### config.mk
export PLATFORM = sky130hd
export DESIGN_NAME = regs_port_arbiter
export DESIGN_NICKNAME = d
export VERILOG_FILES = /design/src/rtl/regs_port_arbiter.sv
export SDC_FILE = /design/constraint.sdc
export NUM_CORES = 1
export LEC_CHECK = 0
export BUFFER_PORTS_ARGS = -buffer_cell sky130_fd_sc_hd__buf_4
export CAP_MARGIN = 20
export CORE_ASPECT_RATIO = 0.75
export CORE_MARGIN = 2
export CORE_UTILIZATION = 30
export DETAILED_ROUTE_END_ITERATION = 6
export GPL_TIMING_DRIVEN = 0
export PLACE_DENSITY_LB_ADDON = 0.12
export REMOVE_ABC_BUFFERS = 1
export SLEW_MARGIN = 15
export SYNTH_ARGS = -nofsm -noshare
export SYNTH_HDL_FRONTEND = slang
export SYNTH_SLANG_ARGS = --single-unit
### constraint.sdc
create_clock -name clk -period 1.6 [get_ports clk]
set_input_delay 0.16 -clock clk [delete_from_list [all_inputs] [get_ports clk]]
set_output_delay 0.16 -clock clk [all_outputs]
set_load 0.1 [all_outputs]
### src/rtl/regs_port_arbiter.sv
// Arbitrates the single pMIPS register file between the CPU core and a host/debug port.
// Optional post-reset zero-fill of R1..R31 is enabled by defining REGS_INIT_CLEAR_EN.
module regs_port_arbiter #(
  parameter int n          = 8,
  parameter int STARVE_MAX = 4
) (
  input  logic         clk,
  input  logic         nReset,
  // core side
  input  logic         c_req,
  input  logic         c_we,
  input  logic [n-1:0] c_wdata,
  input  logic [4:0]   c_addr1,
  input  logic [4:0]   c_addr2,
  output logic         c_gnt,
  output logic [n-1:0] c_rdata1,
  output logic [n-1:0] c_rdata2,
  // host side
  input  logic         h_req,
  input  logic         h_we,
  input  logic [4:0]   h_addr,
  input  logic [n-1:0] h_wdata,
  output logic         h_gnt,
  output logic         h_rvalid,
  output logic [n-1:0] h_rdata,
  output logic         init_busy,
  // register file side
  output logic         rf_w,
  output logic [n-1:0] rf_Wdata,
  output logic [4:0]   rf_Raddr1,
  output logic [4:0]   rf_Raddr2,
  input  logic [n-1:0] rf_Rdata1,
  input  logic [n-1:0] rf_Rdata2
);

  localparam int SW = (STARVE_MAX < 1) ? 1 : $clog2(STARVE_MAX + 1);
  localparam logic [SW-1:0] STARVE_LIM = SW'(STARVE_MAX);

  typedef enum logic [1:0] {
    ST_INIT,
    ST_CLEAR,
    ST_RUN
  } state_t;

  state_t        state, state_nxt;
  logic [4:0]    ptr, ptr_nxt;
  logic [SW-1:0] starve_cnt, starve_nxt;
  logic          host_force;
  logic          host_rd;

  assign c_rdata1  = rf_Rdata1;
  assign c_rdata2  = rf_Rdata2;
  assign init_busy = (state != ST_RUN);

  // A starved host wins one cycle even when the core is requesting.
  assign host_force = h_req && (starve_cnt == STARVE_LIM);
  assign c_gnt      = (state == ST_RUN) && c_req && !host_force;
  assign h_gnt      = (state == ST_RUN) && h_req && (!c_req || host_force);
  assign host_rd    = h_gnt && !h_we;

  // NOTE: non-blocking assignments in clocked blocks so every flop samples pre-edge values.
  always_ff @(posedge clk or negedge nReset) begin
    if (!nReset) begin
      state      <= ST_INIT;
      ptr        <= 5'd1;
      starve_cnt <= '0;
      h_rvalid   <= 1'b0;
      h_rdata    <= '0;
    end else begin
      state      <= state_nxt;
      ptr        <= ptr_nxt;
      starve_cnt <= starve_nxt;
      h_rvalid   <= host_rd;
      if (host_rd) h_rdata <= rf_Rdata1;
    end
  end

  // NOTE: every always_comb output gets a default first so no path infers a latch.
  always_comb begin
    state_nxt = state;
    ptr_nxt   = ptr;
    case (state)
      ST_INIT: begin
`ifdef REGS_INIT_CLEAR_EN
        state_nxt = ST_CLEAR;
`else
        state_nxt = ST_RUN;
`endif
      end
      ST_CLEAR: begin
        if (ptr == 5'd31) begin
          state_nxt = ST_RUN;
          ptr_nxt   = 5'd1;
        end else begin
          ptr_nxt = ptr + 5'd1;
        end
      end
      default: ;
    endcase
  end

  always_comb begin
    starve_nxt = '0;
    if (h_req && !h_gnt)
      starve_nxt = (starve_cnt == STARVE_LIM) ? starve_cnt : starve_cnt + 1'b1;
  end

  always_comb begin
    rf_w      = 1'b0;
    rf_Wdata  = '0;
    rf_Raddr1 = '0;
    rf_Raddr2 = '0;
    if (state == ST_CLEAR) begin
      rf_w      = 1'b1;
      rf_Raddr2 = ptr;
    end else if (c_gnt) begin
      rf_w      = c_we;
      rf_Wdata  = c_wdata;
      rf_Raddr1 = c_addr1;
      rf_Raddr2 = c_addr2;
    end else if (h_gnt) begin
      rf_w      = h_we;
      rf_Wdata  = h_wdata;
      rf_Raddr1 = h_addr;
      rf_Raddr2 = h_addr;
    end
  end

endmodule
==> results of run 1 <==
flip-flops by register name, summed over array words and instances, names as in the netlist:
name,flops
h_rvalid,1
h_rdata,8
state,1
starve_cnt,3
per-stage QoR:
step,power (W),cell area [um^2],instances,hold slack [ps]
floorplan,0.001155,720.7,60,-135.6
global placement,0.001500,1389,179,12.70
detailed placement,0.001520,1421,181,13.75
CTS,0.002009,1943,200,151.3
global route,0.002124,2056,201,145.7
finish,0.002064,2056,201,150.6
kinds of logic after synthesis:
group	count (synthesis)	synth area share, %
simple gates	9	5.686
fa+ha+maj	2	2.915
mux	9	11.66
other cells	1	0.4369
xor+xnor	1	1.021
buf+inv	23	17.35
compound gates	22	23.03
flops	13	37.90
worst paths after layout:
path | from | endpoint | slack, ps | cells after the start
max | starve_cnt[0] | rf_Wdata[0] | -340 | 7
min | rf_Rdata1[7] | h_rdata[7] | 150 | 2
max reg2reg | starve_cnt[0] | h_rdata[5] | -260 | 9
min reg2reg | h_rdata[4] | h_rdata[4] | 520 | 1
max in group asynchronous | nReset | h_rdata[3] | 1140 | 2
min in group asynchronous | nReset | h_rdata[4] | 290 | 2
synthesized netlist by cell type:
cell type	instances	area, um^2
a22o_1	19	166.4
buf_4	16	120.1
dfrtp_1	13	325.3
mux2_2	8	90.09
inv_1	3	11.26
nand2_1	3	11.26
buf_2	2	10.01
clkbuf_1	2	7.510
ha_1	2	25.02
nor2_1	2	7.510
nor3b_1	2	15.01
a211oi_4	1	20.02
a21oi_1	1	5.000
a31oi_1	1	6.260
conb_1	1	3.750
mux2i_1	1	10.01
nand2_2	1	6.260
nor4b_1	1	8.760
xnor2_1	1	8.760
layout make-up:
cell class / instances / share of cell area, %
timing repair buffer: 101 / 52.65
multi-input combinational: 44 / 26.54
sequential: 13 / 15.82
tap: 36 / 2.191
clock buffer: 3 / 2.009
inverter: 3 / 0.5478
clock inverter: 1 / 0.2435
power breakdown:
part / switching (W) / internal (W)
combinational: 0.000896 / 0.000444
clock: 0.000130 / 0.000173
sequential: 0.0000352 / 0.000386
repair_timing:
action / CTS / global route
gates cloned: 2 / 0
endpoints found under the setup margin: 30 / 29
setup buffers: 12 / 2
gates resized for setup: 81 / 17
hold buffers: 1 / 0
pin swaps: 10 / 10
hold endpoints to repair: 13 / 0
routing by layer:
layer / up-vias / routed length, um / share of wire [%] / GRT usage, %
met3: 4 / 315 / 8.4 / 9.641
li1: 441 / - / - / -
met4: 0 / 51 / 1.4 / 4.861
met2: 51 / 1955 / 52 / 37.04
met5: - / 0 / 0 / 0
met1: 474 / 1435 / 38 / 21.93
==> impl_results.md, run 1 <==
* Post-Syn Instances at 80
* PortBufs at 83
* Sequential Area at 325.3 um^2
* Outcome: finished, violations left
* Commonest non-fill, non-tap cells in the layout: 70 x buf_4, 22 x buf_12, 13 x dfrtp_1
* Max Cap Viol at 0
* Family with the most delay on the worst path: buffers and inverters
* CTS Root Cell: clkbuf_8
* Crit path kind: flop to output port
* Share of cells above drive strength 1 at 78.18%
* Ys Warns at 0
* CP Cell Sequence: inv_2 -> ha_4 -> buf_4 -> a31oi_4 -> buf_4 -> a22o_1 -> buf_12
* Final Hold Fails at 0
* Via count at 970
* Worst Setup Start Kind: flop
* Failing checks: setup timing
* Crit path buffers/inverters at 4
* Skew-Pair Late Insertion Delay at 250 ps
* I/O pin count at 100
* Worst hold path class: input pin to flop
* Setup_tns at -7735 ps
* GRT Total Usage at 20.67%
* TritonCTS Buffers at 3
* Die height at 50.32 um
* Post-synth cell types at 19
* Crit-path max FO at 7
* ANT nets after route at 0
* Sequential area share after synthesis at 37.90%
* Util after Layout at 77.21%
* Layout area overhead at 139.5%
* Post-Syn Area at 858.3 um^2
* Syn avg cell area at 10.73 um^2
* RSZ-0062 raised after global routing: true
* CTS tree: done
* First-pass GRT wire length at 5.175 mm
* Grt ovf at 0
* Pre-CTS setup slack at -506.5 ps
* Commonest non-fill, non-tap cell in the layout: buf_4
* Via/cell ratio at 4.826
* Starting Density at 32.24%
* Most Frequent Cell on Critical Path: buf_4
* Wire per inst at 18.69 um
* Initial antenna violation count at 0
* Worst path slowest cell: dfrtp_1
* Flops & latches, synth at 13
* Core box area at 0.002663 mm^2
* Fin nets at 221
* Crit end category: output port
* DP HPWL at 2.115 mm
* Largest net degree at the start of global routing at 14
* Longest Clk Path Bufs at 2
* # fillers at 147
* Rows at 16
* CTS HTree Levels at 1
* Worst Path Required at 1440 ps
* Final period utilization at 121.4%
* Multi-input gate area at 545.5 um^2
* Worst path max stage delay at 360 ps
* VDD IR-drop max at 0.0007032 V
* Die Area at 0.003309 mm^2
* Vias in the first global route at 1,060
* Initial DRC count at 21
* Die Wd at 65.77 um
* Max Clk Rate at 0.5148 GHz
* DR pass1 iterations at 4
* Tmin final at 1942 ps
* CTS Sinks at 13
* Clock Skew at 7.185 ps
* Final setup fails at 29
* Worst-path clk slew at 60 ps
* Pleak at 1.015 nW
* Arrival time at the worst endpoint at 1780 ps
* Max-slew violations at 0
* N_diodes at 0
* Placer congestion estimate at 0.6944
* Routed wire length at 3.757 mm
* Drt drc at 0
* Pwr/cell area at 1004 mW/mm^2
* Setup WS post-layout at -342.4 ps
No activity file was read; power rests on OpenSTA's default activity.
==> run 2: changes to the inputs <==
--- a/config.mk
+++ b/config.mk
@@ -6,9 +6,10 @@
 export NUM_CORES = 1
 export LEC_CHECK = 0
-export BUFFER_PORTS_ARGS = -buffer_cell sky130_fd_sc_hd__buf_4
+export ABC_AREA = 1
+export BUFFER_PORTS_ARGS = -buffer_cell sky130_fd_sc_hd__clkbuf_2
 export CAP_MARGIN = 20
 export CORE_ASPECT_RATIO = 0.75
 export CORE_MARGIN = 2
-export CORE_UTILIZATION = 30
+export CORE_UTILIZATION = 34
 export DETAILED_ROUTE_END_ITERATION = 6
 export GPL_TIMING_DRIVEN = 0
==> constraint.sdc (replaced) <==
create_clock -name clk -period 1.6 [get_ports clk]
set_input_delay 0 -clock clk [delete_from_list [all_inputs] [get_ports clk]]
set_output_delay 0 -clock clk [all_outputs]
set_load 0.1 [all_outputs]
==> impl_results.md, run 2 <==
* Outcome: finished, violations left
* Failing checks: setup timing
* Ys async rst share at 100.0%
* DR pass1 iterations at 4
* First-pass GRT wire length at 5.382 mm
* PortBufs at 83
* Setup WS post-layout at -36.01 ps
* Family with the most delay on the worst path: flip-flops
* # fillers at 270
* Post-Syn Area at 0.001141 mm^2
* Drt drc at 0
* Worst Path Required at 1600 ps
* Ys Warns at 0
* Crit end category: output port
* ANT nets after route at 0
* Crit path buffers/inverters at 2
* Reg2reg start: starve_cnt[0]
* Synth area leaders: dfrtp_1 29%, nand3_2 18%, nand2_1 12%
* Wire per inst at 14.30 um
* Most frequent cell after synthesis: nand2_1
* Crit path kind: flop to output port
* CTS HTree Levels at 1
* Final Hold Fails at 0
* N_diodes at 0
* Longest Clk Path Bufs at 2
* Sequential area share after synthesis at 28.51%
* Vias in the first global route at 1,123
* CTS Sinks at 13
* Initial antenna violation count at 0
* Worst hold path class: input pin to output port
* Post-synth EDFFs at 0
* Slew @ Worst Pin at 547.5 ps
* Skew-Pair Late Insertion Delay at 240 ps
* Biggest regs: h_rdata: 8 flops, starve_cnt: 3 flops
* TritonCTS Buffers at 3
* Die Wd at 70.90 um
* Rows at 18
* Max reg flops at 8
* Min-delay src: rf_Rdata2[0]
* Largest net degree at the start of global routing at 21
* WHS at 0.6943 ps
* Pleak at 1.072 nW
* Post-Syn Instances at 139
* Grt ovf at 0
* I/O pin count at 100
* Main synth FF type: dfrtp_1
* DP Cell Count at 240
* Setup_tns at -255.6 ps
* Pwr/cell area at 872.0 mW/mm^2
* Worst path slowest cell: dfrtp_1
* Max Cap Viol at 0
* Most flops, register: h_rdata
* Post-synth cell types at 22
* Most Frequent Cell on Critical Path: nand2_8
* DP HPWL at 2.269 mm
* Via/cell ratio at 4.749
* Die height at 54.17 um
* Commonest non-fill, non-tap cells in the layout: 62 x clkbuf_2, 23 x nand2_1, 19 x nand3_2, 19 x clkbuf_16, 14 x nand2_2
* Core box area at 0.003243 mm^2
* VDD IR-drop max at 0.0007077 V
* Leading area contributor after synthesis: dfrtp_1
* CP Cell Sequence: inv_2 -> ha_4 -> nand3_4 -> nand2_8 -> nand2_8 -> o21ai_2 -> clkbuf_16
* Syn avg cell area at 8.209 um^2
* CTS tree: done
* Clock Skew at 2.103 ps
* Via count at 1,211
* Tmin final at 1636 ps
* Max Clk Rate at 0.6112 GHz
* Initial DRC count at 67
* Arrival time at the worst endpoint at 1640 ps
* Crit path launch: starve_cnt[0]
* Max-slew violations at 0
* Commonest non-fill, non-tap cell in the layout: clkbuf_2
* Starting Density at 35.19%
* Finished Layout Cells at 255
* Routed wire length at 3.646 mm
* Fin nets at 271
* Crit-path max FO at 8
* Die Area at 0.003840 mm^2
* Flops & latches, synth at 13
* Final setup fails at 12
* Synth cell count leaders: 37 x nand2_1, 20 x nand3_2, 16 x buf_4
* Worst-path clk slew at 50 ps
* Placer congestion estimate at 0.7763
* RSZ-0062 raised after global routing: true
* GRT Total Usage at 17.98%
* Layout area overhead at 81.69%
* Share of cells above drive strength 1 at 70.23%
* CTS Root Cell: clkbuf_8
* Worst Setup Start Kind: flop
* Area share of the largest cell type after synthesis at 28.51%
* Final period utilization at 102.3%
* Worst path max stage delay at 400 ps
* Worst slew margin at 63.66%
## run 2: changes by cell type in the layout (fill, tap and decap cells not counted), moves of 8 or more
cell | before | now
buf_4 | 70 | 7
clkbuf_2 | 0 | 62
buf_12 | 22 | 0
nand2_1 | 3 | 23
clkbuf_16 | 0 | 19
nand3_2 | 0 | 19
nand2_2 | 0 | 14
o21ai_2 | 0 | 11
a22o_4 | 10 | 0
a22o_1 | 9 | 0
inv_1 | 1 | 10
mux2_4 | 8 | 0
nand4_1 | 0 | 8
## run 2: power by group
group	total, W	leakage [nW]	switching [W]	internal [W]
clock	0.000293	0.0228	0.000117	0.000176
sequential	0.000405	0.165	0.0000289	0.000376
combinational	0.00111	0.884	0.000826	0.000284
## run 2: cell type report
class	instances	area, um^2	area share [%]
Timing Repair Buffer	92	884.6	42.67
Multi-Input combinational cell	89	673.1	32.47
Sequential cell	13	329.1	15.87
Inverter	16	82.58	3.983
Tap cell	40	50.05	2.414
Clock buffer	4	45.04	2.173
Timing Repair inverter	1	8.758	0.4224
## run 2: through the flow
step / total power, W / instance area [um^2] / utilization [%] / setup WS [ps]
floorplan: 0.001070 / 965.9 / - / -1251
global placement: 0.001321 / 1431 / 44.14 / -857.8
detailed placement: 0.001330 / 1431 / 44.14 / -920.8
CTS: 0.001799 / 2042 / 62.96 / -56.23
global route: 0.001881 / 2073 / 63.93 / -107.8
finish: 0.001808 / 2073 / 63.93 / -36.01
## run 2: cells by family (layout without fill, tap and decap cells)
logic type,count (synthesis),in the layout,share of synthesized area [%]
adder cells (fa/ha/maj),2,2,2.193
AO/OA/AOI/OAI,14,14,9.649
other,1,1,0.3286
buffers and inverters,38,113,21.05
XOR/XNOR,1,1,0.7677
AND/OR/NAND/NOR,70,71,37.50
flip-flops,13,13,28.51
## run 2: metal layers
| layer | share of wire [%] | global-route usage (%) |
|---|---|---|
| met5 | 0 | 0 |
| met4 | 0.36 | 0.9434 |
| met3 | 7.7 | 6.929 |
| met2 | 53 | 32.09 |
| met1 | 39 | 21.97 |
## run 2: worst paths after layout
path	end	slack, ps	depth (start not counted)
setup / recovery	rf_Raddr2[3]	-40	7
min in group asynchronous	h_rdata[1]	210	2
max in group asynchronous	state[1]	1110	2
hold / removal	c_rdata2[0]	0.7	0
setup reg to reg	h_rdata[2]	180	8
hold reg to reg	h_rdata[4]	480	2
## run 2: worst reg2reg max path: stages (launching register included)
cell and delay [ps]:
dfrtp_1 400, inv_2 80, ha_4 140, nand3_4 100, nand2_8 130, buf_4 190
nand3_4 130, nand2_1 90, nand2_1 50
## run 2: repair_timing
| action | 4_1_cts | 5_1_grt |
|---|---|---|
| setup buffers | 7 | 1 |
| endpoints found under the setup margin | 34 | 21 |
| pin swaps | 7 | 3 |
| cloned | 2 | 0 |
| hold endpoints to repair | 13 | 0 |
| hold buffers | 1 | 0 |
| gates resized for setup | 87 | 8 |
